[src/rtl/vga_pkg.sv]
// ----------------------------------------------------------------------------
// vga_pkg
// Purpose : Constants and types shared along the VGA drawing chain. This file
//           holds the board coordinate label geometry (glyph size and label
//           band offsets), the ASCII bases for file/rank codes, the flip FSM
//           state type and a helper that packs a font ROM address.
// Ports   : none (package)
// ----------------------------------------------------------------------------
package vga_pkg;

  // Font glyph cell.
  localparam int GLYPH_W = 8;
  localparam int GLYPH_H = 16;

  // File letters sit in horizontal bands above and below the board.
  // FAR is the band edge furthest from the board; NEAR is the closest edge.
  localparam int FILE_BAND_FAR  = 24;
  localparam int FILE_BAND_NEAR = 9;

  // Rank digits sit in vertical bands left and right of the board.
  localparam int RANK_BAND_FAR  = 20;
  localparam int RANK_BAND_NEAR = 13;

  // ASCII bases: 'A' for files, '1' for ranks.
  localparam int FILE_CHAR0 = 65;
  localparam int RANK_CHAR0 = 49;

  typedef enum logic {
    IDLE    = 1'b0,
    PENDING = 1'b1
  } flip_state_t;

  // Font ROM address layout: {character code, glyph line}.
  function automatic logic [10:0] font_addr(input logic [6:0] code,
                                            input logic [3:0] line);
    return {code, line};
  endfunction

endpackage

[src/rtl/board_flip_ctrl.sv]
// ----------------------------------------------------------------------------
// board_flip_ctrl
// Purpose : Board orientation control. A flip request is held pending and
//           applied only at the next frame start, so the label decode sees one
//           orientation for a whole frame. A second request while pending
//           cancels it.
// Ports   : clk_i           pixel clock
//           rst_ni          synchronous reset, active-low
//           flip_req_i      one-cycle toggle request
//           frame_start_i   high when the pixel at (0,0) is on the inputs
//           flipped_o       registered orientation (1 = black at bottom)
//           flip_pending_o  a flip waits for the next frame start
//           flip_view_o     orientation to use for the pixel currently being
//                           decoded (already the new value on the frame-start
//                           pixel, so the whole new frame is consistent)
// ----------------------------------------------------------------------------
module board_flip_ctrl
  import vga_pkg::*;
(
  input  logic clk_i,
  input  logic rst_ni,
  input  logic flip_req_i,
  input  logic frame_start_i,
  output logic flipped_o,
  output logic flip_pending_o,
  output logic flip_view_o
);

  flip_state_t state_q, state_d;
  logic        flipped_q, flipped_d;

  always_ff @(posedge clk_i) begin
    if (!rst_ni) begin
      state_q   <= IDLE;
      flipped_q <= 1'b0;
    end else begin
      state_q   <= state_d;
      flipped_q <= flipped_d;
    end
  end

  always_comb begin
    state_d   = state_q;
    flipped_d = flipped_q;
    case (state_q)
      // A request that coincides with a frame start only arms the flip; being
      // in PENDING requires a later cycle, so it lands on the next frame.
      IDLE: begin
        if (flip_req_i) begin
          state_d = PENDING;
        end
      end
      // A request always wins over a frame start: the pair counts as a cancel.
      PENDING: begin
        if (flip_req_i) begin
          state_d = IDLE;
        end else if (frame_start_i) begin
          flipped_d = ~flipped_q;
          state_d   = IDLE;
        end
      end
      default: begin
        state_d = IDLE;
      end
    endcase
  end

  assign flipped_o      = flipped_q;
  assign flip_pending_o = (state_q == PENDING);
  assign flip_view_o    = flipped_d;

endmodule

[src/rtl/board_labels_ovl.sv]
// ----------------------------------------------------------------------------
// board_labels_ovl
// Purpose : Overlay of board coordinate labels (file letters above/below the
//           board, rank digits left/right) onto the VGA stream. Three stages:
//           S0 decodes region and font address from the input pixel, S1
//           presents the address to an external 8x16 font ROM (one cycle read
//           latency), S2 merges the returned glyph row into the colour.
//           Latency 2 cycles, one pixel per cycle.
// Config  : define BOARD_LABELS_BG_EN to paint LABEL_BG behind glyph pixels
//           (opaque label cells); by default labels are transparent.
// Ports   : clk, rst_n (synchronous, active-low)
//           hcount_in, vcount_in, hsync_in, vsync_in, hblnk_in, vblnk_in,
//           rgb_in        upstream pixel and timing
//           flip_req      one-cycle orientation toggle request
//           char_addr     font ROM address {code[6:0], line[3:0]}
//           char_pixels   font ROM row, one cycle after char_addr, bit 7 left
//           *_out         timing delayed by 2 cycles, merged rgb_out
//           flipped       current orientation, flip_pending flip waiting
// Note    : N_SQ must lie in 2..9 so rank codes stay single digits.
// ----------------------------------------------------------------------------
module board_labels_ovl
  import vga_pkg::*;
#(
  parameter int          BOARD_X0    = 256,
  parameter int          BOARD_Y0    = 128,
  parameter int          SQ_LOG2     = 6,
  parameter int          N_SQ        = 8,
  parameter logic [11:0] LABEL_COLOR = 12'hFFF,
  parameter logic [11:0] LABEL_BG    = 12'h000
) (
  input  logic        clk,
  input  logic        rst_n,
  input  logic [10:0] hcount_in,
  input  logic [10:0] vcount_in,
  input  logic        hsync_in,
  input  logic        vsync_in,
  input  logic        hblnk_in,
  input  logic        vblnk_in,
  input  logic [11:0] rgb_in,
  input  logic        flip_req,
  output logic [10:0] char_addr,
  input  logic [7:0]  char_pixels,
  output logic [10:0] hcount_out,
  output logic [10:0] vcount_out,
  output logic        hsync_out,
  output logic        vsync_out,
  output logic        hblnk_out,
  output logic        vblnk_out,
  output logic [11:0] rgb_out,
  output logic        flipped,
  output logic        flip_pending
);

`ifdef BOARD_LABELS_BG_EN
  localparam bit BG_EN = 1'b1;
`else
  localparam bit BG_EN = 1'b0;
`endif

  localparam int SQ  = 1 << SQ_LOG2;
  localparam int BX1 = BOARD_X0 + N_SQ * SQ - 1;
  localparam int BY1 = BOARD_Y0 + N_SQ * SQ - 1;

  // Glyph window centred inside each square.
  localparam int FILE_OX_LO = SQ / 2 - GLYPH_W / 2;
  localparam int FILE_OX_HI = FILE_OX_LO + GLYPH_W - 1;
  localparam int RANK_OY_LO = SQ / 2 - GLYPH_H / 2;
  localparam int RANK_OY_HI = RANK_OY_LO + GLYPH_H - 1;

  localparam int TOP_Y0   = BOARD_Y0 - FILE_BAND_FAR;
  localparam int TOP_Y1   = BOARD_Y0 - FILE_BAND_NEAR;
  localparam int BOT_Y0   = BY1 + FILE_BAND_NEAR;
  localparam int BOT_Y1   = BY1 + FILE_BAND_FAR;
  localparam int LEFT_X0  = BOARD_X0 - RANK_BAND_FAR;
  localparam int LEFT_X1  = BOARD_X0 - RANK_BAND_NEAR;
  localparam int RIGHT_X0 = BX1 + RANK_BAND_NEAR;
  localparam int RIGHT_X1 = BX1 + RANK_BAND_FAR;

  // --------------------------------------------------------------------------
  // Orientation
  // --------------------------------------------------------------------------
  logic frame_start;
  logic flip_view;

  assign frame_start = (hcount_in == 11'd0) && (vcount_in == 11'd0);

  board_flip_ctrl u_flip_ctrl (
    .clk_i          (clk),
    .rst_ni         (rst_n),
    .flip_req_i     (flip_req),
    .frame_start_i  (frame_start),
    .flipped_o      (flipped),
    .flip_pending_o (flip_pending),
    .flip_view_o    (flip_view)
  );

  // --------------------------------------------------------------------------
  // S0: region and address decode
  // Coordinates are widened to signed int, so pixels left of or above the
  // board give negative offsets and cannot wrap into a label window.
  // --------------------------------------------------------------------------
  int          hx, vy, dx, dy, f, r, ox, oy;
  logic        on_cols, on_rows, file_ox, rank_oy;
  logic        top_band, bot_band, left_band, right_band;
  logic        in_file, in_rank;
  logic        in_label_d;
  logic [2:0]  col_d;
  logic [10:0] char_addr_d;

  always_comb begin
    hx = {21'd0, hcount_in};
    vy = {21'd0, vcount_in};
    dx = hx - BOARD_X0;
    dy = vy - BOARD_Y0;
    f  = dx >>> SQ_LOG2;
    r  = dy >>> SQ_LOG2;
    ox = dx & (SQ - 1);
    oy = dy & (SQ - 1);

    on_cols    = (hx >= BOARD_X0) && (hx <= BX1);
    on_rows    = (vy >= BOARD_Y0) && (vy <= BY1);
    file_ox    = (ox >= FILE_OX_LO) && (ox <= FILE_OX_HI);
    rank_oy    = (oy >= RANK_OY_LO) && (oy <= RANK_OY_HI);
    top_band   = (vy >= TOP_Y0) && (vy <= TOP_Y1);
    bot_band   = (vy >= BOT_Y0) && (vy <= BOT_Y1);
    left_band  = (hx >= LEFT_X0) && (hx <= LEFT_X1);
    right_band = (hx >= RIGHT_X0) && (hx <= RIGHT_X1);

    // The bands lie outside the board on the other axis, so the two regions
    // are disjoint and the priority below never matters.
    in_file = on_cols && file_ox && (top_band || bot_band);
    in_rank = on_rows && rank_oy && (left_band || right_band);

    in_label_d  = in_file || in_rank;
    col_d       = 3'd0;
    char_addr_d = 11'd0;

    if (in_file) begin
      col_d       = 3'(ox - FILE_OX_LO);
      char_addr_d = font_addr(
          7'(flip_view ? FILE_CHAR0 + N_SQ - 1 - f : FILE_CHAR0 + f),
          4'(top_band ? vy - TOP_Y0 : vy - BOT_Y0));
    end else if (in_rank) begin
      col_d       = 3'(left_band ? hx - LEFT_X0 : hx - RIGHT_X0);
      // Rank 1 is at the bottom in the normal view, so row 0 shows N_SQ.
      char_addr_d = font_addr(
          7'(flip_view ? RANK_CHAR0 + r : RANK_CHAR0 + N_SQ - 1 - r),
          4'(oy - RANK_OY_LO));
    end
  end

  // --------------------------------------------------------------------------
  // S1: ROM address presented; pixel and timing delayed alongside
  // --------------------------------------------------------------------------
  logic [10:0] char_addr_q;
  logic        in_label_q;
  logic [2:0]  col_q;
  logic [11:0] rgb_s1_q;
  logic [10:0] hcount_s1_q, vcount_s1_q;
  logic [3:0]  sync_s1_q;

  always_ff @(posedge clk) begin
    if (!rst_n) begin
      char_addr_q <= 11'd0;
      in_label_q  <= 1'b0;
      col_q       <= 3'd0;
      rgb_s1_q    <= 12'd0;
      hcount_s1_q <= 11'd0;
      vcount_s1_q <= 11'd0;
      sync_s1_q   <= 4'd0;
    end else begin
      char_addr_q <= char_addr_d;
      in_label_q  <= in_label_d;
      col_q       <= col_d;
      rgb_s1_q    <= rgb_in;
      hcount_s1_q <= hcount_in;
      vcount_s1_q <= vcount_in;
      sync_s1_q   <= {hsync_in, vsync_in, hblnk_in, vblnk_in};
    end
  end

  assign char_addr = char_addr_q;

  // --------------------------------------------------------------------------
  // S2: glyph merge
  // --------------------------------------------------------------------------
  logic        glyph_bit;
  logic [11:0] rgb_d;

  // Bit 7 is the leftmost pixel, so column c reads bit 7-c, i.e. ~c.
  assign glyph_bit = char_pixels[~col_q];

  always_comb begin
    rgb_d = rgb_s1_q;
    if (in_label_q) begin
      if (glyph_bit) begin
        rgb_d = LABEL_COLOR;
      end else if (BG_EN) begin
        rgb_d = LABEL_BG;
      end
    end
  end

  logic [11:0] rgb_out_q;
  logic [10:0] hcount_out_q, vcount_out_q;
  logic [3:0]  sync_out_q;

  always_ff @(posedge clk) begin
    if (!rst_n) begin
      rgb_out_q    <= 12'd0;
      hcount_out_q <= 11'd0;
      vcount_out_q <= 11'd0;
      sync_out_q   <= 4'd0;
    end else begin
      rgb_out_q    <= rgb_d;
      hcount_out_q <= hcount_s1_q;
      vcount_out_q <= vcount_s1_q;
      sync_out_q   <= sync_s1_q;
    end
  end

  assign rgb_out    = rgb_out_q;
  assign hcount_out = hcount_out_q;
  assign vcount_out = vcount_out_q;
  assign hsync_out  = sync_out_q[3];
  assign vsync_out  = sync_out_q[2];
  assign hblnk_out  = sync_out_q[1];
  assign vblnk_out  = sync_out_q[0];

endmodule

[config.mk]
export PLATFORM = sky130hd
export DESIGN_NAME = board_labels_ovl
export DESIGN_NICKNAME = d
export VERILOG_FILES = /design/src/rtl/vga_pkg.sv /design/src/rtl/board_flip_ctrl.sv /design/src/rtl/board_labels_ovl.sv
export SDC_FILE = /design/constraint.sdc
export NUM_CORES = 1
export LEC_CHECK = 0
export CAP_MARGIN = 40
export CORE_ASPECT_RATIO = 1.2
export CORE_MARGIN = 3
export CORE_UTILIZATION = 50
export DETAILED_ROUTE_END_ITERATION = 12
export PLACE_DENSITY = 0.93
export SLEW_MARGIN = 25
export SYNTH_ARGS = -nofsm -noshare
export SYNTH_HDL_FRONTEND = slang
export SYNTH_SLANG_ARGS = --single-unit
[constraint.sdc]
create_clock -name clk -period 4.7 [get_ports clk]
set_input_delay 0.94 -clock clk [delete_from_list [all_inputs] [get_ports clk]]
set_output_delay 0.94 -clock clk [all_outputs]
set_load 0.005 [all_outputs]
# Yosys cells after proc, flatten, opt, wreduce, memory -nomap -nowiden
# Index checks and enable logic that the tools add are counted.
totals:
  ff_bits: 93
  in_bits: 49
  output_inout_bits: 51
  wordCells: 82
op_classes:
  add_sub_neg: 12
  n_lt_le_gt_ge: 17
  mux: 19
  n_bitwise: 3
  n_reduce_logical: 18
ops:
  columns: ["cell", "n"]
  rows:
  - ["11-bit by 10-bit <= comparator with 1-bit output (second input constant)", 4]
  - ["12-bit two-way mux", 2]
  - ["11-bit by 10-bit greater-or-equal comparator with 1-bit output (second input constant)", 2]
  - ["11-bit by 8-bit greater-or-equal comparator with 1-bit output (second input constant)", 2]
  - ["11-bit logical NOT", 2]
  - ["11-bit two-way mux", 2]
  - ["7-bit by 6-bit adder with 7-bit output (first input constant)", 2]
  - ["7-bit two-way mux", 2]
  - ["7-bit by 6-bit subtractor with 7-bit output (first input constant)", 2]
  - ["1-bit logical AND", 13]
  - ["6-bit by 5-bit greater-or-equal comparator with 1-bit output (second input constant)", 2]
  - ["6-bit <= comparator (second input constant)", 2]
  - ["11-bit by 8-bit subtractor with 12-bit output (second input constant)", 1]
  - ["11-bit by 9-bit subtractor with 12-bit output (second input constant)", 1]
  - ["4-bit subtractor (second input constant)", 3]
  - ["11-bit by 7-bit greater-or-equal comparator with 1-bit output (second input constant)", 1]
  - ["11-bit by 9-bit greater-or-equal comparator with 1-bit output (second input constant)", 1]
  - ["11-bit by 7-bit <= comparator with 1-bit output (second input constant)", 1]
  - ["11-bit by 8-bit <= comparator with 1-bit output (second input constant)", 1]
  - ["3-bit two-way mux", 3]
  - ["3-bit subtractor (second input constant)", 3]
  - ["1-bit two-way mux", 7]
  - ["3-bit by 4-bit < comparator with 1-bit output (second input constant)", 1]
  - ["4-bit two-way mux", 1]
  - ["other kinds (5)", 8]

# Depth between registers and ports, before layout
# Gate-level depths: netlist of the first run.
depth:
  word_depth: 8
  ltp_mapped: 9

# By module
# Synthesis of the first run repeated with hierarchy kept, for this count alone.
unflattened:
  cells_unflattened: 387
  area_unflattened_um2: 3718.6
modules_own_cells:
  columns: ["mod", "instances", "cells_per_inst", "area_each_um2"]
  rows:
  - ["board_labels_ovl", 1, 377, 3602.2]
  - ["board_flip_ctrl", 1, 10, 116.4]

# Least setup slack after synthesis of the first run
# Ideal clock, no wire load.
synth_timing:
  kind: "input port to flip-flop"
  startpoint: "input port vcount_in[9]"
  endpoint: "register char_addr_q[9] (netlist: char_addr[9])"
  arrival_time_ps: 2898
  t_required_ps: 4604
  slack_ps: 1706
  path_stages: 8
  path_cell_list: "buf_6 or3_4 or3_4 or3_4 a21o_1 o31ai_2 a211oi_1 o41ai_2"
synth_between:
  elab_chain_len: 8
  word_cells_on_any_way: 25
  cone_classes: "add/sub: 3; order compare: 6; mux: 7; reduce/logical: 9"
synth_rtl:
  columns: ["element", "line_no", "source"]
  rows:
  - ["start: declaration", "board_labels_ovl.sv:34", "input logic [10:0] vcount_in,"]
  - ["branches (longest 7 deep; another with 11-bit by 8-bit subtractor with 12-bit output)", null, null]
  - ["11-bit two-way mux *", "board_labels_ovl.sv:138", "if (in_file) begin"]
  - ["end signal: assignment", "board_labels_ovl.sv:172", "char_addr_q <= char_addr_d;"]
  - ["end: declaration", "board_labels_ovl.sv:155", "logic [10:0] char_addr_q;"]
# Mark *: on every way between the ends.
# A chain may end at the register's enable or synchronous reset.

# Final worst setup path of the first run
layout_timing:
  startpoint: "input port hcount_in[8]"
  endpoint: "register char_addr_q[9] (netlist: char_addr[9])"
layout_between:
  elab_chain_len: 8
  word_cells_on_any_way: 25
  cone_classes: "add/sub: 3; order compare: 6; mux: 7; reduce/logical: 9"
layout_rtl:
  columns: ["element", "line_no", "source"]
  rows:
  - ["start: declaration", "board_labels_ovl.sv:33", "input logic [10:0] hcount_in,"]
  - ["branches (longest 7 deep; another with 11-bit by 9-bit subtractor with 12-bit output)", null, null]
  - ["11-bit two-way mux *", "board_labels_ovl.sv:138", null]
# Marked as above.

==> results of run 1 <==
placed cells by master, fill, tap and decap left out, drive strengths merged, types with 4 or more instances in the layout:
| cell | instances |
|---|---|
| and2 | 52 |
| nand4 | 6 |
| dfxtp | 93 |
| nor3 | 8 |
| clkbuf | 10 |
| o21a | 5 |
| mux2i | 4 |
| a21oi | 12 |
| nor2b | 5 |
| clkdlybuf4s50 | 99 |
| nand3 | 11 |
| nand2 | 12 |
| nor2 | 60 |
| a21o | 4 |
| o21ai | 8 |
| clkinv | 5 |
| ha | 14 |
| xnor2 | 4 |
| or3 | 5 |
| inv | 22 |
worst max-delay path by stage:
stage | from | endpoint | slack (ns)
after global routing | hcount_in[8] | char_addr[8] | 1.11
after detailed placement | hcount_in[8] | char_addr[9] | 0.89
after CTS | hcount_in[8] | char_addr[9] | 1.26
after floorplan | vcount_in[9] | char_addr[9] | 1.71
final | hcount_in[8] | char_addr[9] | 1.22
after global placement | hcount_in[8] | char_addr[9] | 0.92
routing by layer:
| layer | part of all wire (%) | vias up |
|---|---|---|
| met4 | 3.3 | 0 |
| met3 | 8.0 | 28 |
| li1 | - | 1490 |
| met1 | 40 | 1354 |
| met5 | 0 | - |
| met2 | 49 | 152 |
logic make-up (layout without fill, tap and decap cells):
| logic type | Yosys count | after routing |
|---|---|---|
| and+or+nand+nor | 180 | 180 |
| DFF | 93 | 93 |
| AOI/OAI and AO/OA | 51 | 51 |
| buffers and inverters | 32 | 139 |
| adders and majority gates | 14 | 14 |
| muxes | 7 | 7 |
| xor gates and xnor gates | 6 | 6 |
worst register-to-register path, stage by stage, from the launching register on:
cell and delay, ns:
dfxtp_1 0.35, nand2b_1 0.11, or3_4 0.42, nor3_2 0.31
nor2_2 0.15, or3_1 0.33, a311o_1 0.38, o41ai_2 0.05
layout make-up:
type,instances,area [um2]
flip-flops and latches,93,1860
inverters,20,75.1
fillers,526,2060
multi-input cells,258,1660
well taps,87,109
repair buffers,103,1020
clock buffers,9,124
clock inverters,7,67.6
sequential cells by signal (all words and copies together), names as in the netlist:
name / count
u_flip_ctrl.flipped_o: 1
rgb_out: 12
in_label_q: 1
sync_s1_q: 4
u_flip_ctrl.flip_pending_o: 1
vcount_out: 11
sync_out_q: 4
col_q: 3
hcount_s1_q: 11
rgb_s1_q: 12
hcount_out: 11
vcount_s1_q: 11
char_addr: 11
power groups by stage:
stage | Combinational (mW) | Clock [mW] | Sequential (mW)
floorplan | 0.0756 | 0 | 0.845
global placement | 0.173 | 0 | 0.843
detailed placement | 0.176 | 0 | 0.845
CTS | 0.178 | 0.515 | 0.826
global route | 0.194 | 0.550 | 0.829
finish | 0.177 | 0.508 | 0.826
cell usage after synthesis, drive strengths merged (2+ instances only):
cell type	instances	area, um2
dfxtp	93	1860
nor2	60	228
and2	52	325
inv	19	71.3
ha	14	175
a21oi	12	60.1
nand2	12	47.6
clkbuf	11	41.3
nand3	11	55.1
nor3	8	45.0
o21ai	8	40.0
nand4	6	37.5
nor2b	5	31.3
o21a	5	37.5
or3	5	46.3
a21o	4	30.0
mux2i	4	40.0
xnor2	4	35.0
a221oi	3	26.3
nand2b	3	18.8
nor3b	3	22.5
o211ai	3	22.5
a211o	2	17.5
and3	2	12.5
mux4	2	45.0
nand3b	2	15.0
nand4b	2	17.5
o22a	2	17.5
o31ai	2	20.0
o41ai	2	25.0
or2	2	12.5
or4	2	15.0
xor2	2	17.5
metrics by stage:
stage	util (%)	hold slack, ns	std cells
2_1_floorplan	-	0.406	383
3_3_place_gp	67.7	0.413	560
3_5_place_dp	67.7	0.416	560
4_1_cts	70.4	0.442	576
5_1_grt	70.5	0.454	577
6_report	70.5	0.441	577
==> metrics.yaml, run 1 <==
setup_violations: 0
ir_worst_vdd_mv: 0.218
die_w_um: 84.0
seq_area_frac_synth_pct: 51.0
post_cts_buffers: 0
die_h_um: 99.6
hold_path_end: "rgb_out[9]"
critical_path.max_fanout: 9
place_hpwl_mm: 6.52
finalCritPeriodShare_pct: 74.1
avgSynthCellArea_um2: 9.54
fmax_mhz: 287
hold_depth: 2
grt.met2_usage_pct: 35.9
clockRootBuffer: "clkbuf_8"
slew_violations: 0
slew_headroom_pct: 62.7
max_slew.worst_pin.slew_ns: 0.558
crit_type: "input pin to register"
layout-drive-gt1-share_pct: 6.94
totalPowerFinal_mw: 1.51
worstSkewPairLatency_ns: 0.36
combPwrFrac_pct: 11.7
syn2layout_area_growth_pct: 34.7
grt-busiest-layer: "met2"
clk_pin_slew_worst_paths_ns: 0.10
synthDistinctLibCells: 56
port_buffers: 99
r2r-end: "char_addr[9]"
gp_congestion: 0.899
status: "finished clean"
worstPathCellList: "clkdlybuf4s50_1, inv_1, ha_1, nand4bb_1, or3_4, nor3_2, nor2_2, or3_1, a311o_1, o41ai_2"
sequentialPowerShare_pct: 54.6
clk_path_buf_depth: 2
r2r_cells: 7
cp-end-kind: "register"
nNetsFinal: 548
synthAdderAreaFrac_pct: 4.80
dpl-instance-area_um2: 4720
gr-usage-met3_pct: 5.05
cts_resized: 0
routed_wl_mm: 8.87
r2r_start: "u_flip_ctrl.flip_pending_o"
cts_buffers: 9
synthMuxAreaShare_pct: 2.64
h-tree-depth: 3
crit_required_ns: 4.98
power_switching_mw: 0.391
p_sw_share_pct: 25.9
cts_tree: "built"
p_per_area_nw_per_um2: 307
crit_cells: 10
grt_first_pass_wirelength_mm: 14.1
ant_nets: 0
grt_max_degree: 55
syn-num-nets: 446
dr.first_iter.drc_count: 234
postSynth.asyncResetShare_pct: 0
netlist_area_um2: 3650
antenna_cells: 0
holdCritStartpoint: "rgb_s1_q[9]"
synth_top_family_by_area: "simple AND/OR/NAND/NOR gates"
cpPeakStageDelay_ns: 0.61
p_int_mw: 1.12
vias_per_cell: 5.24
synth_compound_area_share_pct: 9.97
synth_xor_xnor_area_share_pct: 1.44
dieArea_um2: 8370
grt_pass1_vias: 2874
cp_data_arrival_time_ns: 3.76
skew_ns: 0.0153
fin_crit_ns: 3.48
num_vias: 3024
core_um2: 6980
synth-main-ff-cell: "dfxtp_1"
synthCells: 383
use_met1_pct: 25.7
avgRoutedWirePerCell_um: 15.4
numClockSinks: 93
ios: 100
maxCapViolations: 0
drc: 0
synth_edf_count: 0
tns_ns: 0
p_clk_share_pct: 33.6
start_util_pct: 52.3
rows: 33
leakagePower_nw: 1.98
drtPass1Iterations: 5
crit_path_start_kind: "input pin"
pre_cts_ws_ns: 0.889
cp_num_buf_inv: 2
rsz0062_at_grt: "false"
hold_violations: 0
fin_area_um2: 4920
cpMaxStageDelayCell: "clkdlybuf4s50_1"
hp-class: "register to register"
setup_slack_ns: 1.22
antenna_found_initial: 0
ff2ff_setup_slack_ns: 2.52
synthSimpleGateAreaFrac_pct: 26.7
synth-seq-cells: 93
cts_hold_buf: 0
overflow: 0
ys_warn_count: 0
grtUsageTotal_pct: 21.4
critical-path-top-delay-family: "simple AND/OR/NAND/NOR gates"
Note: power is estimated with default switching activity, not from simulation.
==> run 2, diff against run 1 <==
--- a/config.mk
+++ b/config.mk
@@ -8,9 +8,9 @@
 export CAP_MARGIN = 40
 export CORE_ASPECT_RATIO = 1.2
 export CORE_MARGIN = 3
-export CORE_UTILIZATION = 50
+export CORE_UTILIZATION = 43
 export DETAILED_ROUTE_END_ITERATION = 12
-export PLACE_DENSITY = 0.93
+export PLACE_DENSITY = 0.85
 export SLEW_MARGIN = 25
 export SYNTH_ARGS = -nofsm -noshare
 export SYNTH_HDL_FRONTEND = slang
==> constraint.sdc (replaced) <==
create_clock -name clk -period 3.1 [get_ports clk]
set_input_delay 0.62 -clock clk [delete_from_list [all_inputs] [get_ports clk]]
set_output_delay 0.62 -clock clk [all_outputs]
set_load 0.005 [all_outputs]
==> run 2 against run 1 <==
First-iteration DRC count up 28%. Clock power grew 56%. Flip-flop and latch count stayed put. Final cell count increased by 12%. Worst setup slack worse by 0.98 ns. Largest cell class unchanged. Sequential share of layout area is 2.6 points lower. Highest routed layer unchanged.
==> metrics.yaml, run 2 (synthesized netlist as in run 1, its figures left out) <==
syn2layout_area_growth_pct: 44.8
critical-path-top-delay-family: "simple AND/OR/NAND/NOR gates"
fmax_mhz: 349
die_h_um: 107  # +7.4%
start_util_pct: 44.6  # -7.8 points
leakagePower_nw: 2.18  # +10%
hold_ws_ns: 0.433  # -0.00723 ns
status: "finished clean"
overflow: 0  # unchanged
fin_crit_ns: 2.87
hold_violations: 0  # unchanged
drtPass1Iterations: 5  # unchanged
gp_congestion: 0.977  # +8.7%
critical_path.max_fanout: 8  # -1
cpPeakStageDelay_ns: 0.48  # -0.13 ns
cpMaxStageDelayCell: "or3b_2"
post_cts_buffers: 0  # unchanged
worstPathCellList: "clkdlybuf4s50_1, inv_1, ha_1, or3b_2, nor2_1, a21oi_1, o311ai_0, buf_4, nand2b_1, a21o_1, nor2_1"
r2r_start: "u_flip_ctrl.flip_pending_o"
grt_pass1_vias: 3163  # +10%
holdCritStartpoint: "hcount_s1_q[2]"
slew_headroom_pct: 64.1  # +1.4 points
cp_data_arrival_time_ns: 3.14  # -0.62 ns
die_w_um: 90.1  # +7.3%
antenna_found_initial: 0  # unchanged
cts_resized: 0  # unchanged
numClockSinks: 93  # unchanged
dr_wl_met2_mm: 4.60  # +6.8%
crit_path_start_kind: "input pin"
clk_path_buf_depth: 2  # unchanged
ant_nets: 0  # unchanged
setup_violations: 0  # unchanged
dieArea_um2: 9640  # +15%
hp-class: "register to register"
avgRoutedWirePerCell_um: 14.5  # -5.5%
ios: 100  # unchanged
slew_violations: 0  # unchanged
crit_type: "input pin to register"
layout-drive-gt1-share_pct: 14.4  # +7.5 points
hold_depth: 1  # -1
grtUsageTotal_pct: 19.3  # -2.0 points
r2r-end: "char_addr[9]"
fin_area_um2: 5290  # +7.5%
rsz0062_at_grt: "false"
finalCritPeriodShare_pct: 92.4
place_hpwl_mm: 7.26  # +11%
ff2ff_setup_slack_ns: 1.01  # -1.51 ns
dr.max_layer_used: "met4"
worstSkewPairLatency_ns: 0.35  # about the same
final_common_cell: "clkdlybuf4s50_1"
h-tree-depth: 3  # unchanged
ir_worst_vdd_mv: 0.258  # +18%
core_um2: 8200  # +17%
port_buffers: 99  # unchanged
maxCapViolations: 0  # unchanged
cp-end-kind: "register"
grt_first_pass_wirelength_mm: 14.7  # +4.7%
cts_hold_buf: 0  # unchanged
dpl-instance-area_um2: 5090  # +7.9%
drt-met1-wl_mm: 3.91  # +9.6%
fillers: 686  # +30%
p_per_area_nw_per_um2: 444  # +45%
hold_path_end: "hcount_out[2]"
cts_tree: "built"
r2r_cells: 7  # unchanged
drc: 0  # unchanged
num_vias: 3219  # +6.4%
dr.first_iter.drc_count: 299  # +28%
cts_buffers: 9  # unchanged
rows: 36  # +9.1%
crit_required_ns: 3.38  # -1.60 ns
max_slew.worst_pin.slew_ns: 0.535  # -0.0235 ns
mostFrequentLayoutCells: "clkdlybuf4s50_1, dfxtp_1, nor2_1, and2_1, buf_4"
route.met3.wl_um: 583  # -17%
routed_wl_mm: 9.40  # +5.9%
skew_ns: 0.00971  # -0.00560 ns
clk_pin_slew_worst_paths_ns: 0.08  # -0.02 ns
cp_num_buf_inv: 3  # +1
vias_per_cell: 4.98  # -5.1%
nNetsFinal: 592  # +8.0%
grt_max_degree: 54  # -1.8%
antenna_cells: 0  # unchanged
cp_common_cell: "nor2_1"
clockRootBuffer: "clkbuf_8"
run 2: cell types whose count changed in the layout (fill, tap and decap cells not counted):
cell | previous run | this run
buf_4 | 3 | 48
bufinv_16 | 0 | 1
clkbuf_4 | 1 | 0
clkinv_2 | 1 | 0
clkinv_4 | 2 | 0
clkinv_8 | 1 | 0
clkinvlp_4 | 0 | 3
inv_6 | 2 | 1
run 2: worst max-delay path by stage:
stage | startpoint | endpoint | slack [ns] | cells past startpoint
floorplan | vcount_in[9] | char_addr[9] | 0.43 | 8
CTS | vcount_in[8] | char_addr[3] | 0.29 | 11
global route | hcount_in[8] | char_addr[8] | 0.05 | 9
global placement | vcount_in[8] | char_addr[2] | -0.07 | 11
detailed placement | vcount_in[8] | char_addr[3] | -0.06 | 11
finish | vcount_in[8] | char_addr[3] | 0.23 | 11
run 2: cell type report:
class                   count  area (um2)  area share, %
well taps                 114         143           2.70
clock inverters             6        72.6           1.37
flip-flops and latches     93        1860           35.2
clock buffers               9         124           2.34
repair buffers            147        1350           25.5
multi-input cells         258        1660           31.4
inverters                  20        75.1           1.42
run 2: worst register-to-register path: stages (launching register included):
cell      delay, ns
dfxtp_1        0.35
nand2b_1       0.11
or3_4          0.42
or3_4          0.40
a21o_1         0.22
o31ai_2        0.08
a211oi_1       0.13
o41ai_2        0.31
run 2: metal layers:
metal / vias up / track usage (%)
met5: - / 0
met4: 0 / 8.97
met3: 28 / 4.84
met2: 142 / 33.7
met1: 1471 / 22.3
li1: 1578 / -
run 2: report_power, final:
group / leakage (nW) / internal, mW / total, mW / switching (mW)
logic: 1.32 / 0.173 / 0.305 / 0.132
registers: 0.766 / 1.24 / 1.25 / 0.0110
clock network: 0.0899 / 0.376 / 0.792 / 0.416
run 2: metrics by stage:
stage | utilization (%) | setup TNS [ns] | total power [mW] | std cells | setup WS (ns)
floorplan | - | 0 | 1.40 | 383 | 0.426
global placement | 62.1 | -0.600 | 1.58 | 632 | -0.0735
detailed placement | 62.1 | -0.470 | 1.58 | 632 | -0.0632
CTS | 64.5 | 0 | 2.37 | 647 | 0.289
finish | 64.5 | 0 | 2.35 | 647 | 0.235
global route | 64.5 | 0 | 2.44 | 647 | 0.0464
